### src/rtl/vga_timing_pkg.sv
// Shared constants for the pixel-domain raster timing generator.
// Holds the default 640x480@60 porch/sync values and the derived totals.
package vga_timing_pkg;

    localparam int unsigned COORD_W = 10;

    localparam int unsigned H_DISPLAY_DEF = 640;
    localparam int unsigned H_FRONT_DEF   = 16;
    localparam int unsigned H_SYNC_DEF    = 96;
    localparam int unsigned H_BACK_DEF    = 48;
    localparam int unsigned H_TOTAL_DEF   = H_DISPLAY_DEF + H_FRONT_DEF + H_SYNC_DEF + H_BACK_DEF;

    localparam int unsigned V_DISPLAY_DEF = 480;
    localparam int unsigned V_FRONT_DEF   = 10;
    localparam int unsigned V_SYNC_DEF    = 2;
    localparam int unsigned V_BACK_DEF    = 33;
    localparam int unsigned V_TOTAL_DEF   = V_DISPLAY_DEF + V_FRONT_DEF + V_SYNC_DEF + V_BACK_DEF;

endpackage

### src/rtl/vga_axis_counter.sv
// One raster axis: a wrapping position counter plus window flags for the
// value it will hold after the next edge, so the parent can register
// every derived output in lockstep with the count itself.
// Ports:
//   clk, rst_n    clock, async active-low reset (count resets to TOTAL-1)
//   en            advance by one this cycle
//   count         current position (registered)
//   count_nxt_c   position after the coming edge (combinational)
//   wrap_c        en && count==TOTAL-1 (combinational)
//   active_nxt_c  count_nxt_c inside the visible window
//   sync_nxt_c    count_nxt_c inside the sync window
module vga_axis_counter
    import vga_timing_pkg::*;
#(
    parameter int unsigned TOTAL      = H_TOTAL_DEF,
    parameter int unsigned DISPLAY    = H_DISPLAY_DEF,
    parameter int unsigned SYNC_START = H_DISPLAY_DEF + H_FRONT_DEF,
    parameter int unsigned SYNC_LEN   = H_SYNC_DEF,
    parameter int unsigned W          = COORD_W
) (
    input  logic         clk,
    input  logic         rst_n,
    input  logic         en,
    output logic [W-1:0] count,
    output logic [W-1:0] count_nxt_c,
    output logic         wrap_c,
    output logic         active_nxt_c,
    output logic         sync_nxt_c
);

    localparam logic [W-1:0] LAST       = W'(TOTAL - 1);
    localparam logic [W-1:0] DISP_END   = W'(DISPLAY);
    localparam logic [W-1:0] SYNC_FIRST = W'(SYNC_START);
    localparam logic [W-1:0] SYNC_LAST  = W'(SYNC_START + SYNC_LEN - 1);

    // Next position and window decode of that next position.
    always_comb begin
        wrap_c      = en && (count == LAST);
        count_nxt_c = count;
        if (en) begin
            count_nxt_c = wrap_c ? '0 : count + W'(1);
        end
        active_nxt_c = (count_nxt_c < DISP_END);
        sync_nxt_c   = (count_nxt_c >= SYNC_FIRST) && (count_nxt_c <= SYNC_LAST);
    end

    // Position register; reset parks it on the last position so the first
    // edge after release lands on 0.
    always_ff @(posedge clk or negedge rst_n) begin
        if (!rst_n) begin
            count <= LAST;
        end else begin
            count <= count_nxt_c;
        end
    end

endmodule

### src/rtl/vga_timing_gen.sv
// Raster timing generator for pixel-domain consumers. Every output is a
// register loaded from the next counter value, so all outputs describe the
// same pixel in the same cycle.
// Ports:
//   clk, rst_n    pixel clock, async active-low reset
//   run           frame_count advances at frame wrap when 1
//   hsync, vsync  sync pins, active-low when SYNC_NEG=1
//   display_on    current pixel visible
//   hpos, vpos    pixel column / line
//   line_start    pulse at hpos==0
//   frame_start   pulse at hpos==0 && vpos==0
//   cell_tick     pulse at first visible pixel of each cell column
//   cell_x        hpos >> LOG_CELL
//   row_phase     vpos mod 2^LOG_CELL
//   frame_count   frame counter, 8'hFF out of reset
module vga_timing_gen
    import vga_timing_pkg::*;
#(
    parameter int unsigned H_DISPLAY = H_DISPLAY_DEF,
    parameter int unsigned H_FRONT   = H_FRONT_DEF,
    parameter int unsigned H_SYNC    = H_SYNC_DEF,
    parameter int unsigned H_BACK    = H_BACK_DEF,
    parameter int unsigned V_DISPLAY = V_DISPLAY_DEF,
    parameter int unsigned V_FRONT   = V_FRONT_DEF,
    parameter int unsigned V_SYNC    = V_SYNC_DEF,
    parameter int unsigned V_BACK    = V_BACK_DEF,
    parameter int unsigned SYNC_NEG  = 1,
    parameter int unsigned LOG_CELL  = 2
) (
    input  logic       clk,
    input  logic       rst_n,
    input  logic       run,
    output logic       hsync,
    output logic       vsync,
    output logic       display_on,
    output logic [9:0] hpos,
    output logic [9:0] vpos,
    output logic       line_start,
    output logic       frame_start,
    output logic       cell_tick,
    output logic [7:0] cell_x,
    output logic [3:0] row_phase,
    output logic [7:0] frame_count
);

    localparam int unsigned H_TOTAL = H_DISPLAY + H_FRONT + H_SYNC + H_BACK;
    localparam int unsigned V_TOTAL = V_DISPLAY + V_FRONT + V_SYNC + V_BACK;

    localparam logic [COORD_W-1:0] H_LAST    = COORD_W'(H_TOTAL - 1);
    localparam logic [COORD_W-1:0] V_LAST    = COORD_W'(V_TOTAL - 1);
    localparam logic [COORD_W-1:0] CELL_MASK = COORD_W'((1 << LOG_CELL) - 1);
    localparam logic               SYNC_IDLE = 1'(SYNC_NEG);

    logic [COORD_W-1:0] h_count;
    logic [COORD_W-1:0] h_nxt;
    logic               h_wrap;
    logic               h_active_nxt;
    logic               h_sync_nxt;
    logic [COORD_W-1:0] v_count;
    logic [COORD_W-1:0] v_nxt;
    logic               v_wrap;
    logic               v_active_nxt;
    logic               v_sync_nxt;
    logic               disp_nxt;

    vga_axis_counter #(
        .TOTAL      (H_TOTAL),
        .DISPLAY    (H_DISPLAY),
        .SYNC_START (H_DISPLAY + H_FRONT),
        .SYNC_LEN   (H_SYNC),
        .W          (COORD_W)
    ) u_h_cnt (
        .clk          (clk),
        .rst_n        (rst_n),
        .en           (1'b1),
        .count        (h_count),
        .count_nxt_c  (h_nxt),
        .wrap_c       (h_wrap),
        .active_nxt_c (h_active_nxt),
        .sync_nxt_c   (h_sync_nxt)
    );

    vga_axis_counter #(
        .TOTAL      (V_TOTAL),
        .DISPLAY    (V_DISPLAY),
        .SYNC_START (V_DISPLAY + V_FRONT),
        .SYNC_LEN   (V_SYNC),
        .W          (COORD_W)
    ) u_v_cnt (
        .clk          (clk),
        .rst_n        (rst_n),
        .en           (h_wrap),
        .count        (v_count),
        .count_nxt_c  (v_nxt),
        .wrap_c       (v_wrap),
        .active_nxt_c (v_active_nxt),
        .sync_nxt_c   (v_sync_nxt)
    );

    assign hpos     = h_count;
    assign vpos     = v_count;
    assign disp_nxt = h_active_nxt && v_active_nxt;

    // Derived outputs, all loaded from the next pixel position. v_wrap only
    // fires on a horizontal wrap, so it marks the full frame wrap by itself.
    always_ff @(posedge clk or negedge rst_n) begin
        if (!rst_n) begin
            hsync       <= SYNC_IDLE;
            vsync       <= SYNC_IDLE;
            display_on  <= 1'b0;
            line_start  <= 1'b0;
            frame_start <= 1'b0;
            cell_tick   <= 1'b0;
            cell_x      <= 8'(H_LAST >> LOG_CELL);
            row_phase   <= 4'(V_LAST & CELL_MASK);
            frame_count <= 8'hFF;
        end else begin
            hsync       <= h_sync_nxt ^ SYNC_IDLE;
            vsync       <= v_sync_nxt ^ SYNC_IDLE;
            display_on  <= disp_nxt;
            line_start  <= (h_nxt == '0);
            frame_start <= (h_nxt == '0) && (v_nxt == '0);
            cell_tick   <= disp_nxt && ((h_nxt & CELL_MASK) == '0);
            cell_x      <= 8'(h_nxt >> LOG_CELL);
            row_phase   <= 4'(v_nxt & CELL_MASK);
            if (v_wrap && run) begin
                frame_count <= frame_count + 8'd1;
            end
        end
    end

endmodule
### config.mk
export PLATFORM = sky130hd
export DESIGN_NAME = vga_timing_gen
export DESIGN_NICKNAME = d
export VERILOG_FILES = /design/src/rtl/vga_timing_pkg.sv /design/src/rtl/vga_axis_counter.sv /design/src/rtl/vga_timing_gen.sv
export SDC_FILE = /design/constraint.sdc
export NUM_CORES = 1
export LEC_CHECK = 0
export CAP_MARGIN = 10
export CELL_PAD_IN_SITES_DETAIL_PLACEMENT = 1
export CELL_PAD_IN_SITES_GLOBAL_PLACEMENT = 1
export CORE_MARGIN = 4
export CORE_UTILIZATION = 30
export CTS_CLUSTER_DIAMETER = 120
export CTS_CLUSTER_SIZE = 30
export DETAILED_ROUTE_END_ITERATION = 7
export GPL_ROUTABILITY_DRIVEN = 0
export PLACE_DENSITY = 0.7
export SLEW_MARGIN = 20
export SYNTH_ARGS = -nofsm -noshare
export SYNTH_HDL_FRONTEND = slang
export SYNTH_SLANG_ARGS = --single-unit
### constraint.sdc
create_clock -name clk -period 2.6 [get_ports clk]
set_input_delay 0.26 -clock clk [delete_from_list [all_inputs] [get_ports clk]]
set_output_delay 0.26 -clock clk [all_outputs]
set_load 0.02 [all_outputs]
== Yosys cells after proc, flatten, opt, wreduce, memory -nomap -nowiden ==
Cells that the tools add are included.

* Register bits: 44
* Input port bits: 3
* Output and inout bits: 46
* Logic and storage cells: 37

* $add $sub $neg: 3
* Magnitude comparators: 6
* Equality and inequality tests: 2
* Mux-type cells: 3
* Bitwise gates (word level): 2
* Reduce and logical (&&, ||, !) cells: 10

{| class="wikitable"
|+ Operators with widths
! operator !! number
|-
| 10-bit zero test || 3
|-
| 10-bit two-way mux || 3
|-
| 10-bit by 1-bit adder with 10-bit output, second input constant || 2
|-
| 10-bit equality test, second input constant || 2
|-
| 10-bit >= comparator, second input constant || 1
|-
| 10-bit by 9-bit >= comparator with 1-bit output, second input constant || 1
|-
| 10-bit less-or-equal comparator, second input constant || 1
|-
| 10-bit by 9-bit less-or-equal comparator with 1-bit output, second input constant || 1
|-
| 10-bit < comparator, second input constant || 1
|-
| 10-bit by 9-bit < comparator with 1-bit output, second input constant || 1
|-
| 8-bit by 1-bit adder with 8-bit output, second input constant || 1
|-
| 1-bit logical AND || 7
|-
| 1-bit inverter || 2
|}

== Depth between registers and ports, before layout ==
* Depth after elaboration: 7
* Depth in mapped cells: 10
* Gate-level depth less buffers: 8

== By module ==
A second synthesis with hierarchy kept.

* Cell total of the unflattened synthesis: 188
* Area, all modules: 2112.0 µm²

{| class="wikitable"
|+ Modules (own cells, without submodules)
! module !! instances !! cells an instance !! area an instance (µm²) !! seq. area each (µm²)
|-
| vga_timing_gen || 1 || 61 || 855.8 || 619.3
|-
| vga_axis_counter at u_v_cnt || 1 || 69 || 666.9 || 254.0
|-
| vga_axis_counter at u_h_cnt || 1 || 58 || 589.3 || 259.0
|}

== Least setup slack after synthesis ==
Ideal clock, no wire load.

* Path type: register to register
* From: reg u_h_cnt.count[0]
* To: reg frame_start
* Setup time: 95 ps
* Data arrival time: 2675 ps
* Path slack: -170 ps
* Cell stages (with the launch flop): 9
* Period minus slack after synthesis: 2770 ps
* Path through: dfstp_2 > ha_1 > nand4_2 > or4_4 > buf_6 > or4_4 > xor2_1 > nand4_2 > nor4b_2

* Longest elaborated chain between the ends: 6

{| class="wikitable"
|+ Ends and longest elaborated chain
! what !! line !! text
|-
| from (decl) || vga_axis_counter.sv:24 || <nowiki>output logic [W-1:0] count,</nowiki>
|-
| from (signal assigned) || vga_axis_counter.sv:53 || <nowiki>count <= count_nxt_c;</nowiki>
|-
| branches (longest 5 deep; another with 10-bit by 1-bit adder with 10-bit output) || n/a ||
|-
| 1-bit logical AND * || vga_timing_gen.sv:122 || <nowiki>frame_start <= (h_nxt == '0) && (v_nxt == '0);</nowiki>
|-
| to (signal assigned) || vga_timing_gen.sv:122 ||
|-
| to (decl) || vga_timing_gen.sv:39 || <nowiki>output logic frame_start,</nowiki>
|}

Mark *: on every way between the ends.
A chain may end at the register's enable or synchronous reset.

== Final worst setup path ==
* From: reg u_h_cnt.count[1]
* To: reg frame_start

The elaborated chain is that of the path after synthesis.

==> impl_metrics.ini <==
[sta]
rsz0062_at_grt = true
hold_viol = 0
setup_viol = 0
period_needed_ns = 2.525
tightest_slew_ns = 0.5675
fin_ws_ns = 0.07527
fmax_mhz = 396.1
final_max_slew_viol_count = 0
worst_hold_slack_ns = 0.3845
slew_headroom_pct = 61.69
clock_skew_ns = 0.008199
period_share_pct = 97.10
fin_setup_tns_ns = 0

[layout]
multi_input_area_um2 = 1020
final_cell_mix = clkdlybuf4s50_1 (46), nand2_1 (21), dfstp_2 (20)
mostFrequentLayoutCell = clkdlybuf4s50_1
final_area_um2 = 2705
area_growth_pct = 32.39
seq_area_um2 = 875.8
num-nets-final = 268
antenna_cells = 0
drive_above_1_share_pct = 21.92
final_cell_count_no_fill = 337
n_fill_cell = 739

[worst_setup_path]
r2r_slack_ns = 0.08
critPathCaptureType = flop
startpoint = u_h_cnt.count[1]
cp_data_arrival_time_ns = 2.73
crit_type = reg -> reg
crit_required_ns = 2.80
start_kind = flop
r2r_start = u_h_cnt.count[1]
worst-path-max-fanout = 5

[floorplanning]
dieArea_um2 = 8195
start_util_pct = 31.46
dieHeight_um = 90.53
ioPinCount = 49
core_um2 = 6495
placementRows = 29
dieWidth_um = 90.53

[run_status]
status = finished, final reports clean

[synthesis]
synth-edff-count = 0
syn_avg_cell_area_um2 = 9.593
yosysWarnings = 0
synth-main-ff-cell = dfstp_2
synthMuxAreaShare_pct = 2.082
synth_top_family_by_area = simple AND/OR/NAND/NOR gates
seq_area_frac_synth_pct = 42.87
ys_types = 42
ys_ff_latch = 34
synthSimpleGateAreaFrac_pct = 25.23
async_flop_share_pct = 100.0
synthAdderAreaFrac_pct = 3.674
yosys.area_share.xor_xnor_pct = 9.859
synthesis.instances = 213
synth_compound_area_share_pct = 6.736
synthesis.area_um2 = 2043

[global_routing]
grt_use_total_pct = 13.86
grt_max_degree = 35
first_global_vias = 1788
grt_overflow = 0
antenna_found_initial = 0
grt_pass1_wl_mm = 9.204

[detailed_routing]
drc = 0
firstDrtPassIters = 4
drt-initial-drc-count = 71
route.vias.total = 1732
routedWlPerCell_um = 16.20
ant_nets = 0
routed_via_density = 5.139
wl_mm = 5.460

[run]
cap_viol_max_count = 0

[worst_hold_path]
min_path_type = in -> async

[power]
p_leak_nw = 1.038
peakVddDrop_v = 0.0001819
power_density_nw_per_um2 = 354.7

[placed_design]
dpl_worst_slack_ns = 0.07308
io_buffers = 46
hpwl_mm = 4.049
place_area_um2 = 2587
placed_cells = 327

[clocking]
clockBufferDepth = 2
clkLatencyLatePin_ns = 0.30
cts_root_buf = clkbuf_8
h-tree-depth = 2
hold_buffers = 0
cts_tree = done
path_clk_slew_ns = 0.07
cts_buffers = 5
cts_sinks = 34
==> per-layer routing <==
metal / routed length [um] / track usage (%) / vias to the layer above
met5: 0 / 0 / -
met4: 61 / 3.827 / 0
met3: 328 / 4.667 / 9
met2: 2497 / 21.37 / 52
met1: 2571 / 18.45 / 850
li1: - / - / 821
==> where the power goes <==
group / internal, mW / switching (mW)
clock network: 0.214 / 0.199
registers: 0.530 / 0
logic: 0.00361 / 0.0132
total: 0.748 / 0.212
==> layout make-up <==
cell class | instances | area share [%]
Inverter | 13 | 1.804
Tap cell | 77 | 3.562
Clock inverter | 1 | 0.1850
Timing Repair Buffer | 61 | 21.18
Multi-Input combinational cell | 144 | 37.70
Sequential cell | 34 | 32.38
Clock buffer | 7 | 3.191
==> worst paths after layout <==
| check | endpoint | cells past startpoint |
|---|---|---|
| max | frame_start | 7 |
| min reg2reg | frame_count[7] | 1 |
| max reg2reg | frame_start | 7 |
| max in group asynchronous | u_v_cnt.count[9] | 2 |
| min in group clk | frame_count[7] | 1 |
| min | u_v_cnt.count[0] | 2 |
==> what timing repair did <==
action / 4_1_cts / 5_1_grt
hold endpoints to repair: 0 / 0
gates resized for setup: 0 / 1
setup buffers: 0 / 2
setup endpoints to repair: 0 / 2
==> cell families after synthesis <==
| family | after synthesis |
|---|---|
| flops | 34 |
| fa+ha+maj | 6 |
| compound gates | 21 |
| mux | 4 |
| buf+inv | 36 |
| other cells | 1 |
| xor+xnor | 23 |
| simple gates | 88 |
==> through the flow <==
stage | util (%) | total power, mW
final | 41.65 | 0.9595
after global routing | 41.65 | 0.9980
after CTS | 41.24 | 0.9757
after detailed placement | 39.84 | 0.5569
after global placement | 39.84 | 0.5567
after floorplan | - | 0.5441
==> registers in the layout, summed over array words and instances (netlist names) <==
name and flops:
cell_tick 1, frame_start 1, cell_x 1, line_start 1, vsync 1, hsync 1
frame_count 8, display_on 1, u_h_cnt.count 9, u_v_cnt.count 10
==> cells in the mapped netlist, drive strengths merged, types with 2 or more instances <==
master | count | area [um^2]
xnor2 | 16 | 140.1
mux2 | 2 | 22.52
clkbuf | 7 | 26.28
and4 | 2 | 17.52
o31ai | 3 | 22.52
inv | 13 | 48.80
or4 | 3 | 30.03
nor4 | 7 | 62.56
nand3 | 14 | 70.07
nor3 | 9 | 50.05
ha | 6 | 75.07
xor2 | 7 | 61.31
nand2 | 21 | 78.83
dfrtp | 14 | 350.3
buf | 16 | 116.4
mux2i | 2 | 20.02
o21ai | 9 | 48.80
nand4 | 8 | 62.56
o311ai | 3 | 26.28
nor2 | 11 | 41.29
and3 | 4 | 25.02
nand2b | 2 | 12.51
dfstp | 20 | 525.5
a21oi | 4 | 20.02
==> critical path: stages, from the launching register on <==
cell and delay (ns):
dfstp_2 0.58, ha_4 0.17, nand4_4 0.12, or4_4 0.46
or4_4 0.58, xor2_4 0.17, nand4_2 0.12, nor4b_2 0.22
Power figures use the tool's default switching activity.
